===== src/rtl/remote_stroke_interp_if.sv =====
// Code-in / pixel-out link between the differential receiver side and the
// frame-buffer write port. The master drives codes and ready; the slave is the
// stroke interpolator.
interface remote_stroke_interp_if;
    logic [25:0] code_in;
    logic        new_code_in;
    logic        pix_ready_in;
    logic        pix_valid_out;
    logic [9:0]  pix_x_out;
    logic [8:0]  pix_y_out;
    logic [3:0]  pix_color_out;
    logic [2:0]  pix_sw_out;

    modport master (
        output code_in, new_code_in, pix_ready_in,
        input  pix_valid_out, pix_x_out, pix_y_out, pix_color_out, pix_sw_out
    );

    modport slave (
        input  code_in, new_code_in, pix_ready_in,
        output pix_valid_out, pix_x_out, pix_y_out, pix_color_out, pix_sw_out
    );
endinterface


===== src/rtl/remote_stroke_interp.sv =====
// Queues received remote cursor codes and redraws the path between consecutive
// points as a gap-free Bresenham pixel stream, one pixel per cycle.
module remote_stroke_interp #(
    parameter int unsigned FIFO_DEPTH = 4,
    parameter int unsigned X_MAX      = 319,
    parameter int unsigned Y_MAX      = 179,
    parameter int unsigned JUMP_LIMIT = 64
) (
    input  logic                   clk_in,
    input  logic                   rst_in,
    remote_stroke_interp_if.slave  link,
    output logic                   busy_out,
    output logic [7:0]             drop_count_out,
    output logic [7:0]             reject_count_out
);
    localparam int unsigned PtrW     = (FIFO_DEPTH > 1) ? $clog2(FIFO_DEPTH) : 1;
    localparam logic [PtrW:0]   FullCount = (PtrW + 1)'(FIFO_DEPTH);
    localparam logic [PtrW:0]   CountOne  = (PtrW + 1)'(1);
    localparam logic [PtrW-1:0] PtrOne    = PtrW'(1);
    localparam logic [9:0]      XMaxC     = 10'(X_MAX);
    localparam logic [8:0]      YMaxC     = 9'(Y_MAX);
    localparam logic [9:0]      JumpC     = 10'(JUMP_LIMIT);

    typedef enum logic [1:0] {StIdle, StLoad, StSetup, StStep} state_e;

    function automatic logic [9:0] abs_diff(input logic [9:0] a, input logic [9:0] b);
        return (a >= b) ? a - b : b - a;
    endfunction

    // ---------------- input filter and FIFO ----------------
    logic [25:0]     fifo_mem [FIFO_DEPTH];
    logic [PtrW-1:0] wr_ptr_q, rd_ptr_q;
    logic [PtrW:0]   count_q;
    logic [25:0]     last_code_q;
    logic            last_valid_q;
    logic [7:0]      drop_q, reject_q;
    logic            in_range, is_dup, want_push, fifo_full, pop, push, drop, reject;
    logic [25:0]     head_code;
    state_e          state_q, state_d;

    assign in_range  = (link.code_in[25:16] <= XMaxC) && (link.code_in[15:7] <= YMaxC);
    assign is_dup    = last_valid_q && (link.code_in == last_code_q);
    assign want_push = link.new_code_in && in_range && !is_dup;
    assign fifo_full = (count_q == FullCount);
    assign pop       = (state_q == StIdle) && (count_q != '0);
    // A full FIFO still accepts when the engine pops in the same cycle.
    assign push      = want_push && (!fifo_full || pop);
    assign drop      = want_push && fifo_full && !pop;
    assign reject    = link.new_code_in && !in_range;
    assign head_code = fifo_mem[rd_ptr_q];

    // FIFO storage; contents need no reset because count_q qualifies them.
    always_ff @(posedge clk_in) begin
        if (push) fifo_mem[wr_ptr_q] <= link.code_in;
    end

    // FIFO pointers, duplicate tracker and saturating error counters.
    always_ff @(posedge clk_in) begin
        if (rst_in) begin
            wr_ptr_q     <= '0;
            rd_ptr_q     <= '0;
            count_q      <= '0;
            last_code_q  <= '0;
            last_valid_q <= 1'b0;
            drop_q       <= '0;
            reject_q     <= '0;
        end else begin
            if (push) begin
                wr_ptr_q     <= wr_ptr_q + PtrOne;
                last_code_q  <= link.code_in;
                last_valid_q <= 1'b1;
            end
            if (pop) rd_ptr_q <= rd_ptr_q + PtrOne;
            if (push && !pop) count_q <= count_q + CountOne;
            else if (pop && !push) count_q <= count_q - CountOne;
            if (drop && drop_q != 8'hFF) drop_q <= drop_q + 8'd1;
            if (reject && reject_q != 8'hFF) reject_q <= reject_q + 8'd1;
        end
    end

    // ---------------- line engine ----------------
    logic [9:0]         tgt_x_q, tgt_x_d, prev_x_q, prev_x_d, cur_x_q, cur_x_d;
    logic [8:0]         tgt_y_q, tgt_y_d, prev_y_q, prev_y_d, cur_y_q, cur_y_d;
    logic [3:0]         tgt_color_q, tgt_color_d, prev_color_q, prev_color_d;
    logic [2:0]         tgt_sw_q, tgt_sw_d;
    logic               have_prev_q, have_prev_d, cont_q, cont_d;
    logic               sx_neg_q, sx_neg_d, sy_neg_q, sy_neg_d;
    logic signed [11:0] dx_q, dx_d, dy_q, dy_d, err_q, err_d;

    logic [9:0]         diff_x, diff_y, jump_x, jump_y;
    logic               new_stroke, at_target;
    logic signed [11:0] setup_dx, setup_dy, setup_err;
    logic signed [11:0] a_dx, a_dy, a_err, e2, adv_err;
    logic               a_sx_neg, a_sy_neg;
    logic [9:0]         adv_x;
    logic [8:0]         adv_y;

    assign jump_x     = abs_diff(tgt_x_q, prev_x_q);
    assign jump_y     = abs_diff({1'b0, tgt_y_q}, {1'b0, prev_y_q});
    assign new_stroke = !have_prev_q || (jump_x > JumpC) || (jump_y > JumpC)
                        || (tgt_color_q != prev_color_q);
    assign diff_x     = abs_diff(tgt_x_q, cur_x_q);
    assign diff_y     = abs_diff({1'b0, tgt_y_q}, {1'b0, cur_y_q});
    assign setup_dx   = $signed({2'b00, diff_x});
    assign setup_dy   = -$signed({2'b00, diff_y});
    assign setup_err  = setup_dx + setup_dy;
    assign at_target  = (cur_x_q == tgt_x_q) && (cur_y_q == tgt_y_q);

    // One Bresenham advance; SETUP feeds it the freshly computed deltas.
    always_comb begin
        if (state_q == StSetup) begin
            a_dx     = setup_dx;
            a_dy     = setup_dy;
            a_err    = setup_err;
            a_sx_neg = tgt_x_q < cur_x_q;
            a_sy_neg = tgt_y_q < cur_y_q;
        end else begin
            a_dx     = dx_q;
            a_dy     = dy_q;
            a_err    = err_q;
            a_sx_neg = sx_neg_q;
            a_sy_neg = sy_neg_q;
        end
        e2      = a_err <<< 1;
        adv_err = a_err;
        adv_x   = cur_x_q;
        adv_y   = cur_y_q;
        if (e2 >= a_dy) begin
            adv_err = adv_err + a_dy;
            adv_x   = a_sx_neg ? cur_x_q - 10'd1 : cur_x_q + 10'd1;
        end
        if (e2 <= a_dx) begin
            adv_err = adv_err + a_dx;
            adv_y   = a_sy_neg ? cur_y_q - 9'd1 : cur_y_q + 9'd1;
        end
    end

    // Next-state and datapath update for the line engine.
    always_comb begin
        state_d      = state_q;
        tgt_x_d      = tgt_x_q;
        tgt_y_d      = tgt_y_q;
        tgt_color_d  = tgt_color_q;
        tgt_sw_d     = tgt_sw_q;
        prev_x_d     = prev_x_q;
        prev_y_d     = prev_y_q;
        prev_color_d = prev_color_q;
        have_prev_d  = have_prev_q;
        cur_x_d      = cur_x_q;
        cur_y_d      = cur_y_q;
        cont_d       = cont_q;
        sx_neg_d     = sx_neg_q;
        sy_neg_d     = sy_neg_q;
        dx_d         = dx_q;
        dy_d         = dy_q;
        err_d        = err_q;
        unique case (state_q)
            StIdle: begin
                if (pop) begin
                    tgt_x_d     = head_code[25:16];
                    tgt_y_d     = head_code[15:7];
                    tgt_color_d = head_code[6:3];
                    tgt_sw_d    = head_code[2:0];
                    state_d     = StLoad;
                end
            end
            StLoad: begin
                cont_d  = !new_stroke;
                cur_x_d = new_stroke ? tgt_x_q : prev_x_q;
                cur_y_d = new_stroke ? tgt_y_q : prev_y_q;
                state_d = StSetup;
            end
            StSetup: begin
                dx_d     = setup_dx;
                dy_d     = setup_dy;
                err_d    = setup_err;
                sx_neg_d = a_sx_neg;
                sy_neg_d = a_sy_neg;
                state_d  = StStep;
                if (cont_q) begin
                    // Continuation start pixel was already drawn by the last segment.
                    if (at_target) begin
                        prev_x_d     = tgt_x_q;
                        prev_y_d     = tgt_y_q;
                        prev_color_d = tgt_color_q;
                        have_prev_d  = 1'b1;
                        state_d      = StIdle;
                    end else begin
                        cur_x_d = adv_x;
                        cur_y_d = adv_y;
                        err_d   = adv_err;
                    end
                end
            end
            StStep: begin
                if (link.pix_ready_in) begin
                    if (at_target) begin
                        prev_x_d     = tgt_x_q;
                        prev_y_d     = tgt_y_q;
                        prev_color_d = tgt_color_q;
                        have_prev_d  = 1'b1;
                        state_d      = StIdle;
                    end else begin
                        cur_x_d = adv_x;
                        cur_y_d = adv_y;
                        err_d   = adv_err;
                    end
                end
            end
        endcase
    end

    // Line engine state register.
    always_ff @(posedge clk_in) begin
        if (rst_in) begin
            state_q      <= StIdle;
            tgt_x_q      <= '0;
            tgt_y_q      <= '0;
            tgt_color_q  <= '0;
            tgt_sw_q     <= '0;
            prev_x_q     <= '0;
            prev_y_q     <= '0;
            prev_color_q <= '0;
            have_prev_q  <= 1'b0;
            cur_x_q      <= '0;
            cur_y_q      <= '0;
            cont_q       <= 1'b0;
            sx_neg_q     <= 1'b0;
            sy_neg_q     <= 1'b0;
            dx_q         <= '0;
            dy_q         <= '0;
            err_q        <= '0;
        end else begin
            state_q      <= state_d;
            tgt_x_q      <= tgt_x_d;
            tgt_y_q      <= tgt_y_d;
            tgt_color_q  <= tgt_color_d;
            tgt_sw_q     <= tgt_sw_d;
            prev_x_q     <= prev_x_d;
            prev_y_q     <= prev_y_d;
            prev_color_q <= prev_color_d;
            have_prev_q  <= have_prev_d;
            cur_x_q      <= cur_x_d;
            cur_y_q      <= cur_y_d;
            cont_q       <= cont_d;
            sx_neg_q     <= sx_neg_d;
            sy_neg_q     <= sy_neg_d;
            dx_q         <= dx_d;
            dy_q         <= dy_d;
            err_q        <= err_d;
        end
    end

    assign link.pix_valid_out = (state_q == StStep);
    assign link.pix_x_out     = cur_x_q;
    assign link.pix_y_out     = cur_y_q;
    assign link.pix_color_out = tgt_color_q;
    assign link.pix_sw_out    = tgt_sw_q;
    assign busy_out           = (count_q != '0) || (state_q != StIdle);
    assign drop_count_out     = drop_q;
    assign reject_count_out   = reject_q;
endmodule

===== src/flat_wrapper.sv =====
// flat-port wrapper written by rule: the top's interface ports become plain ports
module remote_stroke_interp_flat 
#(
    parameter int unsigned FIFO_DEPTH = 4,
    parameter int unsigned X_MAX      = 319,
    parameter int unsigned Y_MAX      = 179,
    parameter int unsigned JUMP_LIMIT = 64
)
  (clk_in, rst_in, busy_out, drop_count_out, reject_count_out, link_code_in, link_new_code_in, link_pix_ready_in, link_pix_valid_out, link_pix_x_out, link_pix_y_out, link_pix_color_out, link_pix_sw_out);
  remote_stroke_interp_if link_i ();
  input  logic clk_in;
  input  logic rst_in;
  output logic busy_out;
  output logic [7:0] drop_count_out;
  output logic [7:0] reject_count_out;
  input wire logic [$bits(link_i.code_in)-1:0] link_code_in;
  input wire logic [$bits(link_i.new_code_in)-1:0] link_new_code_in;
  input wire logic [$bits(link_i.pix_ready_in)-1:0] link_pix_ready_in;
  output wire logic [$bits(link_i.pix_valid_out)-1:0] link_pix_valid_out;
  output wire logic [$bits(link_i.pix_x_out)-1:0] link_pix_x_out;
  output wire logic [$bits(link_i.pix_y_out)-1:0] link_pix_y_out;
  output wire logic [$bits(link_i.pix_color_out)-1:0] link_pix_color_out;
  output wire logic [$bits(link_i.pix_sw_out)-1:0] link_pix_sw_out;
  assign link_i.code_in = link_code_in;
  assign link_i.new_code_in = link_new_code_in;
  assign link_i.pix_ready_in = link_pix_ready_in;
  assign link_pix_valid_out = link_i.pix_valid_out;
  assign link_pix_x_out = link_i.pix_x_out;
  assign link_pix_y_out = link_i.pix_y_out;
  assign link_pix_color_out = link_i.pix_color_out;
  assign link_pix_sw_out = link_i.pix_sw_out;
  remote_stroke_interp #(.FIFO_DEPTH(FIFO_DEPTH), .X_MAX(X_MAX), .Y_MAX(Y_MAX), .JUMP_LIMIT(JUMP_LIMIT)) u_core (.clk_in(clk_in), .rst_in(rst_in), .link(link_i), .busy_out(busy_out), .drop_count_out(drop_count_out), .reject_count_out(reject_count_out));
endmodule

===== config.mk =====
export PLATFORM = sky130hd
export DESIGN_NAME = remote_stroke_interp_flat
export DESIGN_NICKNAME = d
export VERILOG_FILES = /design/src/rtl/remote_stroke_interp_if.sv /design/src/rtl/remote_stroke_interp.sv /design/src/flat_wrapper.sv
export SDC_FILE = /design/constraint.sdc
export NUM_CORES = 1
export LEC_CHECK = 0
export CORE_UTILIZATION = 55
export CTS_CLUSTER_SIZE = 28
export DETAILED_ROUTE_END_ITERATION = 8
export GPL_ROUTABILITY_DRIVEN = 0
export PLACE_DENSITY_LB_ADDON = 0.15
export SLEW_MARGIN = 20
export SYNTH_ARGS = -nofsm -noshare
export SYNTH_HDL_FRONTEND = slang
export SYNTH_SLANG_ARGS = --single-unit

===== constraint.sdc =====
create_clock -name clk_in -period 9.32 [get_ports clk_in]
set_clock_uncertainty 0.2 [all_clocks]
set_input_delay 1.864 -clock clk_in [delete_from_list [all_inputs] [get_ports clk_in]]
set_output_delay 1.864 -clock clk_in [all_outputs]
set_load 0.02 [all_outputs]

==> results.json, run 1 <==
{
  "grt_use_total_pct": 28.8,
  "drtAntennaViolNets": 0,
  "final_layout_size_suffix_gt1_share_pct": 8.39,
  "finalWirelength_mm": 45.4,
  "maxCapViolations": 0,
  "fmax_ghz": 0.114,
  "grt_pass1_vias": 13400,
  "synth-seq-cells": 263,
  "final-max-slew-violation-count": 0,
  "status": "finished clean",
  "yosysUniqueCellTypes": 82,
  "crit_fanout": 12,
  "area_delta_synth_final_pct": 12.6,
  "synthesis.instances": 1824,
  "cp_slowest_stage_delay_ns": 0.48,
  "ys_warn_count": 0,
  "start_kind": "flop",
  "synthArstFlopShare_pct": 0,
  "max-slew-margin-rel_pct": 25.8,
  "rows": 64,
  "route.vias.total": 14000,
  "synth_edf_count": 104,
  "clk_pin_slew_ns": 0.06,
  "wl_per_cell_um": 19.7,
  "drtIter0Drc": 1056,
  "die_h_um": 178,
  "fin_crit_sh_pct": 94.0,
  "core_um2": 30600,
  "tightest_slew_ns": 1.11,
  "dp_cells": 2245,
  "grt_max_degree": 75,
  "hold_viol_final": 0,
  "worstHoldPathType": "reg -> reg",
  "pin_count": 74,
  "avgSynthCellArea_um2": 9.38,
  "min_period_ns": 8.76,
  "cts_buffer_depth": 3,
  "clock_sinks": 263,
  "yosysSeqAreaShare_pct": 36.9,
  "netlist.top_cell.by_area": "dfxtp_1",
  "vias_per_cell": 6.07,
  "antenna_found_initial": 0,
  "arrival_ns": 9.00,
  "drc": 0,
  "die_x_um": 178,
  "synth.most_common_cell": "nand2_1",
  "port_buffers": 73,
  "nFillCells": 2556,
  "synthDominantCellAreaShare_pct": 18.6,
  "synth_top_cells_by_count": "nand2_1 (188), dfxtp_1 (159), a21oi_1 (151)",
  "cts_buffers": 29,
  "synthFlopType": "dfxtp_1",
  "synth_area_leaders": "dfxtp_1 (19%), edfxtp_1 (18%), ha_1 (11%)",
  "final_nets": 2077,
  "dr.pass1.iters": 5,
  "required_ns": 9.56,
  "grt_pass1_wl_mm": 72.4,
  "slowest_stage": "fa_1",
  "setup_viol": 0,
  "initial_utilization_pct": 55.9,
  "syn_nets": 2017,
  "path_class": "reg -> reg",
  "cts_tree": "done",
  "dieArea_um2": 31800,
  "grt_overflow": 0,
  "final_cells": 2304,
  "clockRootBuffer": "clkbuf_16",
  "worstSkewPairLatency_ns": 0.57,
  "synthesis.area_um2": 17100,
  "crit_path_end_kind": "flop",
  "hpwl_mm": 32.9,
  "cts_max_level": 1
}
[worst paths after layout]
path / cells after the start / slack, ns / startpoint / to
min: 2 / 0.26 / u_core.err_q[4] / u_core.err_q[4]
max reg2reg: 40 / 0.56 / u_core.tgt_x_q[0] / u_core.err_q[10]
max: 40 / 0.56 / u_core.tgt_x_q[0] / u_core.err_q[10]
min reg2reg: 2 / 0.26 / u_core.err_q[4] / u_core.err_q[4]
[cells by family after synthesis]
family	count (synthesis)	share of synthesized area, %
DFF	263	36.9
buffers and inverters	199	4.59
muxes	103	8.02
and+or+nand+nor	547	15.3
adders and majority gates	163	12.5
xor gates and xnor gates	116	5.94
AOI/OAI and AO/OA	433	16.8
[stage by stage]
step	worst slack (ns)	instance area (µm²)	util [%]	TNS (ns)	hold WS, ns
floorplan	0.655	17100	-	0	0.224
global placement	0.198	18200	59.6	0	0.242
detailed placement	-0.0361	18200	59.6	-0.0361	0.250
CTS	0.0155	19100	62.5	0	0.258
global route	-0.00484	19300	63.0	-0.00645	0.286
finish	0.561	19300	63.0	0	0.257
[final cells by class]
class | instances | area, µm² | share of cell area [%]
antenna | 2 | 5.00 | 0.0260
clock buffer | 40 | 777 | 4.03
clock inverter | 13 | 120 | 0.623
inverter | 124 | 469 | 2.44
multi-input combinational | 1362 | 10100 | 52.6
sequential | 263 | 6310 | 32.8
tap | 396 | 495 | 2.57
timing repair buffer | 104 | 965 | 5.01
[critical path, delay by kind of cell, from the launching register on]
family / cells / cell delay, ns
AOI/OAI and AO/OA: 20 / 4.12
xor gates and xnor gates: 1 / 0.22
adders and majority gates: 5 / 1.49
buffers and inverters: 6 / 0.85
DFF: 1 / 0.36
muxes: 2 / 0.56
and+or+nand+nor: 6 / 0.81
[cell usage in the layout (no fill, tap or decap), types with 12 or more instances in the layout]
cell / count
and2_1: 14
clkdlybuf4s50_1: 72
fa_1: 13
xnor2_1: 70
inv_1: 122
mux2_2: 12
mux4_2: 26
a21oi_1: 148
or3_1: 16
nor2b_1: 21
clkbuf_16: 29
a21o_1: 29
buf_4: 31
nand2_1: 187
nor3_1: 49
xor2_1: 44
o21a_1: 24
nor2_1: 134
mux2i_1: 64
nand4_1: 26
ha_1: 149
o211ai_1: 17
o21bai_1: 18
nand3_1: 27
edfxtp_1: 104
o21ai_0: 58
dfxtp_1: 158
a211oi_1: 28
[state kept, by name, summed over array words and instances, names as in the netlist, 2 cells and up]
signal and cells:
u_core.link.pix_sw_out 3, u_core.reject_count_out 8, u_core.link.pix_color_out 4, u_core.err_q 11, u_core.drop_count_out 8, u_core.link.pix_x_out 10
u_core.dy_q 12, u_core.prev_x_q 10, u_core.state_q 2, u_core.rd_ptr_q 2, u_core.last_code_q 26, u_core.prev_y_q 9
u_core.fifo_mem 104, u_core.prev_color_q 4, u_core.tgt_y_q 9, u_core.tgt_x_q 10, u_core.link.pix_y_out 9, u_core.dx_q 12
u_core.count_q 3, u_core.wr_ptr_q 2
[routing by layer]
metal	wire (µm)	track usage [%]	share of wire, %	vias to the layer above
met4	1260	8.93	2.8	0
met1	19800	38.2	44	6768
li1	-	-	-	6705
met5	0	0	0	-
met3	2440	3.54	5.4	87
met2	22000	48.9	48	415
[repair_timing]
| item | in CTS | in global routing |
|---|---|---|
| endpoints found under the setup margin | 1 | 5 |
| resized for setup | 2 | 24 |
| hold buffers | 0 | 0 |
| pin swaps | 0 | 4 |
| buffers inserted | 0 | 4 |
Power of run 1 is left out: the tool's default activity adds up to more than one toggle a clock period on the data nets, which glitch-free logic cannot reach.
==> run 2, diff against run 1 <==
Settings changed: REMOVE_ABC_BUFFERS from default to 1.
==> run 2 against run 1 <==
Design area rose by 1.1%. Final cell count rose by 0.56%. Critical endpoint unchanged. Critical path type unchanged. Maximum frequency barely moved.
==> results.json, run 2 (synthesized netlist as in run 1, its figures left out) <==
{
  "grt_max_degree": 68,
  "nFillCells": 2521,
  "cp_slowest_stage_delay_ns": 0.48,
  "path_buf_inv": 5,
  "crit_fanout": 6,
  "clockRootBuffer": "clkbuf_16",
  "max-slew-margin-rel_pct": 26.5,
  "cp_top_family": "compound AO/OA/AOI/OAI gates",
  "drtIter0Drc": 903,
  "cts_buffers": 30,
  "crit_path_end_kind": "flop",
  "worstSkewPairLatency_ns": 0.59,
  "cts_max_level": 1,
  "required_ns": 9.57,
  "setup_viol": 0,
  "final_nets": 2089,
  "wl_per_cell_um": 19.3,
  "mostFrequentLayoutCell": "nand2_1",
  "seq_area_um2": 6310,
  "min_period_ns": 8.76,
  "die_x_um": 178,
  "drtAntennaViolNets": 0,
  "grt_overflow": 0,
  "dieArea_um2": 31800,
  "grt.busiest_layer": "met2",
  "grtUsageMet1_pct": 37.5,
  "slowest_stage": "fa_1",
  "route.vias.total": 14000,
  "final-max-slew-violation-count": 0,
  "arrival_ns": 9.01,
  "tightest_slew_ns": 1.10,
  "met3_usage_pct": 2.96,
  "grt_use_met2_pct": 48.2,
  "reg_top3": "u_core.fifo_mem x104, u_core.last_code_q x26",
  "postCtsHoldBufs": 0,
  "die_h_um": 178,
  "final_cells": 2317,
  "dp_cells": 2260,
  "rows": 64,
  "cts_tree": "done",
  "largest_register_ffs": 104,
  "clk_pin_slew_ns": 0.06,
  "fin_crit_sh_pct": 94.0,
  "layout_common_cells": "nand2_1 (187), dfxtp_1 (157), a21oi_1 (148), ha_1 (148), nor2_1 (134)",
  "hpwl_mm": 32.4,
  "regMostFlops": "u_core.fifo_mem",
  "antenna_found_initial": 0,
  "port_buffers": 73,
  "grt_pass1_wl_mm": 71.0,
  "area_delta_synth_final_pct": 13.9,
  "drc": 0,
  "core_um2": 30600,
  "dr.pass1.iters": 5,
  "start_kind": "flop",
  "multi_input_area_um2": 10100,
  "grt_pass1_vias": 13500,
  "grt_use_total_pct": 28.3,
  "hold_viol_final": 0,
  "clock_sinks": 263,
  "initial_utilization_pct": 55.9,
  "worstHoldPathType": "reg -> reg",
  "design_area_um2": 19500,
  "place_area_um2": 18300,
  "maxCapViolations": 0,
  "finalWirelength_mm": 44.6,
  "status": "finished clean",
  "pin_count": 74,
  "fmax_ghz": 0.114,
  "final_layout_size_suffix_gt1_share_pct": 9.38,
  "vias_per_cell": 6.02,
  "path_class": "reg -> reg",
  "cts_buffer_depth": 3
}
run 2: layer usage:
metal | vias to the layer above | part of all wire, %
met5 | - | 0
met4 | 0 | 3.3
met3 | 93 | 4.9
met2 | 423 | 47
met1 | 6682 | 44
li1 | 6754 | -
run 2: worst paths after layout:
kind | from | to | slack (ns) | cells past startpoint
setup / recovery | u_core.tgt_x_q[0] | u_core.err_q[10] | 0.56 | 40
hold / removal | u_core.err_q[3] | u_core.err_q[3] | 0.26 | 2
setup reg to reg | u_core.tgt_x_q[0] | u_core.err_q[10] | 0.56 | 40
hold reg to reg | u_core.err_q[3] | u_core.err_q[3] | 0.26 | 2
run 2: what timing repair did:
item / 4_1_cts / 5_1_grt
buffers inserted: 0 / 0
endpoints found under the setup margin: 1 / 4
pin swaps: 0 / 6
cloned: 0 / 0
gates resized for setup: 3 / 21
run 2: metrics by stage:
step / hold WS, ns / TNS (ns) / setup slack, ns / utilization (%)
global placement: 0.243 / 0 / 0.247 / 60.0
detailed placement: 0.248 / -0.0563 / -0.0563 / 60.0
finish: 0.256 / 0 / 0.559 / 63.7
floorplan: 0.223 / 0 / 0.330 / -
CTS: 0.257 / 0 / 0.0370 / 63.4
global route: 0.279 / -0.0418 / -0.0418 / 63.7
run 2: worst register-to-register path, delay by kind of cell (launching register included):
family / cells / cell delay, ns
compound gates: 21 / 4.29
fa+ha+maj: 6 / 1.89
buf+inv: 5 / 0.62
mux: 2 / 0.60
simple gates: 5 / 0.49
flops: 1 / 0.37
xor+xnor: 1 / 0.21
run 2: final cells by class:
type,instances,share of cell area [%]
timing repair buffer,115,5.35
clock inverter,14,1.05
sequential,263,32.4
multi-input combinational,1362,51.9
clock buffer,42,4.34
tap,396,2.54
antenna,1,0.0128
inverter,124,2.39
Power of run 2 is left out for the same reason.
==> run 3, diff against run 2 <==
Settings changed: CORE_UTILIZATION 55 to 45.
==> run 3 against run 2 <==
Hold slack worse by 0.0012 ns. Core utilization is 12 points lower. Highest routed layer is now met5. Sequential share of layout area is 0.18 points lower. Largest cell class unchanged. Wire length is 4.4% higher. Flip-flop and latch count stayed put. Via count is 1.3% lower. Die area is 22% higher. Maximum frequency is 0.18% lower. Clock-buffer cell count is 6 higher.
==> results.json, run 3 (synthesized netlist as in run 1, its figures left out) <==
{
  "hpwl_mm": 34.0,
  "cts_buffer_depth": 3,
  "final_cells": 2430,
  "r2r_start": "u_core.tgt_y_q[0]",
  "setup_viol": 0,
  "area_delta_synth_final_pct": 14.6,
  "final_nets": 2087,
  "min_period_ns": 8.78,
  "fin_crit_sh_pct": 94.2,
  "fin_worst_hold_slack_ns": 0.255,
  "maxCapViolations": 0,
  "nFillCells": 3469,
  "port_buffers": 73,
  "wl_per_cell_um": 19.2,
  "finalWirelength_mm": 46.6,
  "reg2reg_to": "u_core.err_q[10]",
  "reg2reg_slack_ns": 0.54,
  "clock_sinks": 263,
  "max-slew-margin-rel_pct": 29.8,
  "die_h_um": 197,
  "clk_pin_slew_ns": 0.06,
  "cts_max_level": 1,
  "min_from": "u_core.link.pix_sw_out[2]",
  "worstHoldPathType": "reg -> reg",
  "dr.pass1.iters": 5,
  "grt_pass1_wl_mm": 73.9,
  "tightest_slew_ns": 1.05,
  "dieArea_um2": 38800,
  "slowest_stage": "o21ai_0",
  "drtIter0Drc": 862,
  "fmax_ghz": 0.114,
  "start_kind": "flop",
  "critPathLaunch": "u_core.tgt_y_q[0]",
  "clockRootBuffer": "clkbuf_16",
  "place_area_um2": 18500,
  "path_class": "reg -> reg",
  "design_area_um2": 19600,
  "grt_overflow": 0,
  "layout_common_cells": "nand2_1 (187), dfxtp_1 (158), a21oi_1 (149), ha_1 (149), nor2_1 (134)",
  "utilization_pct": 52.1,
  "largest_register_ffs": 104,
  "reg2reg_depth": 36,
  "status": "finished clean",
  "vias_per_cell": 5.67,
  "crit_fanout": 7,
  "grt_max_degree": 61,
  "grt_pass1_vias": 13500,
  "core_um2": 37600,
  "arrival_ns": 9.04,
  "reg_top3": "u_core.fifo_mem x104, u_core.last_code_q x26",
  "hold_viol_final": 0,
  "cts_buffers": 31,
  "initial_utilization_pct": 45.5,
  "rows": 71,
  "antenna_found_initial": 1,
  "required_ns": 9.59,
  "pin_count": 74,
  "drc": 0,
  "regMostFlops": "u_core.fifo_mem",
  "worstSkewPairLatency_ns": 0.60,
  "cts_tree": "done",
  "final-max-slew-violation-count": 0,
  "final_layout_size_suffix_gt1_share_pct": 8.86,
  "route.vias.total": 13800,
  "die_x_um": 197,
  "cp_slowest_stage_delay_ns": 0.48,
  "worstSetupEndpoint": "u_core.err_q[10]",
  "crit_path_end_kind": "flop",
  "grt_use_total_pct": 24.3,
  "dp_cells": 2372,
  "mostFrequentLayoutCell": "nand2_1",
  "diodes": 0,
  "drtAntennaViolNets": 0
}
-- run 3: metrics by stage --
step	setup TNS [ns]	worst slack, ns
floorplan	0	0.330
global placement	0	0.421
detailed placement	0	0.146
CTS	0	0.0778
global route	-0.0246	-0.0246
finish	0	0.544
-- run 3: routing by layer --
layer | vias up | global-route usage [%] | wire, µm
met1 | 6604 | 32.2 | 21000
met4 | 2 | 7.92 | 1570
li1 | 6711 | - | -
met3 | 94 | 3.17 | 2270
met2 | 356 | 40.9 | 21700
met5 | - | 0 | 11
-- run 3: layout make-up --
type                            instances  area (µm²)  share of cell area [%]
Clock inverter                         10         153                   0.779
Sequential cell                       263        6310                    32.2
Multi-Input combinational cell       1362       10100                    51.6
Inverter                              124         465                    2.38
Clock buffer                           48         892                    4.55
Tap cell                              511         639                    3.26
Timing Repair Buffer                  112        1020                    5.23
-- run 3: worst max-delay path: cells and delay by family (launching register included) --
kind,cells,cell delay (ns)
adder cells (fa/ha/maj),6,1.91
XOR/XNOR,3,0.95
AO/OA/AOI/OAI,15,3.23
buffers and inverters,3,0.42
flip-flops,1,0.42
AND/OR/NAND/NOR,7,1.04
multiplexers,2,0.49
-- run 3: worst min path at each step --
stage,end,slack (ns),cells past startpoint
2_1_floorplan,u_core.dx_q[11],0.22,2
6_report,u_core.link.pix_sw_out[2],0.25,2
3_5_place_dp,u_core.link.pix_sw_out[2],0.25,2
5_1_grt,u_core.err_q[5],0.28,2
4_1_cts,u_core.link.pix_sw_out[2],0.26,2
3_3_place_gp,u_core.err_q[3],0.25,2
-- run 3: repair_timing --
item | 4_1_cts | 5_1_grt
hold buffers | 0 | 0
resized for setup | 0 | 18
endpoints found under the setup margin | 0 | 3
buffers inserted | 0 | 0
hold endpoints to repair | 0 | 0
Power of run 3 is left out for the same reason.
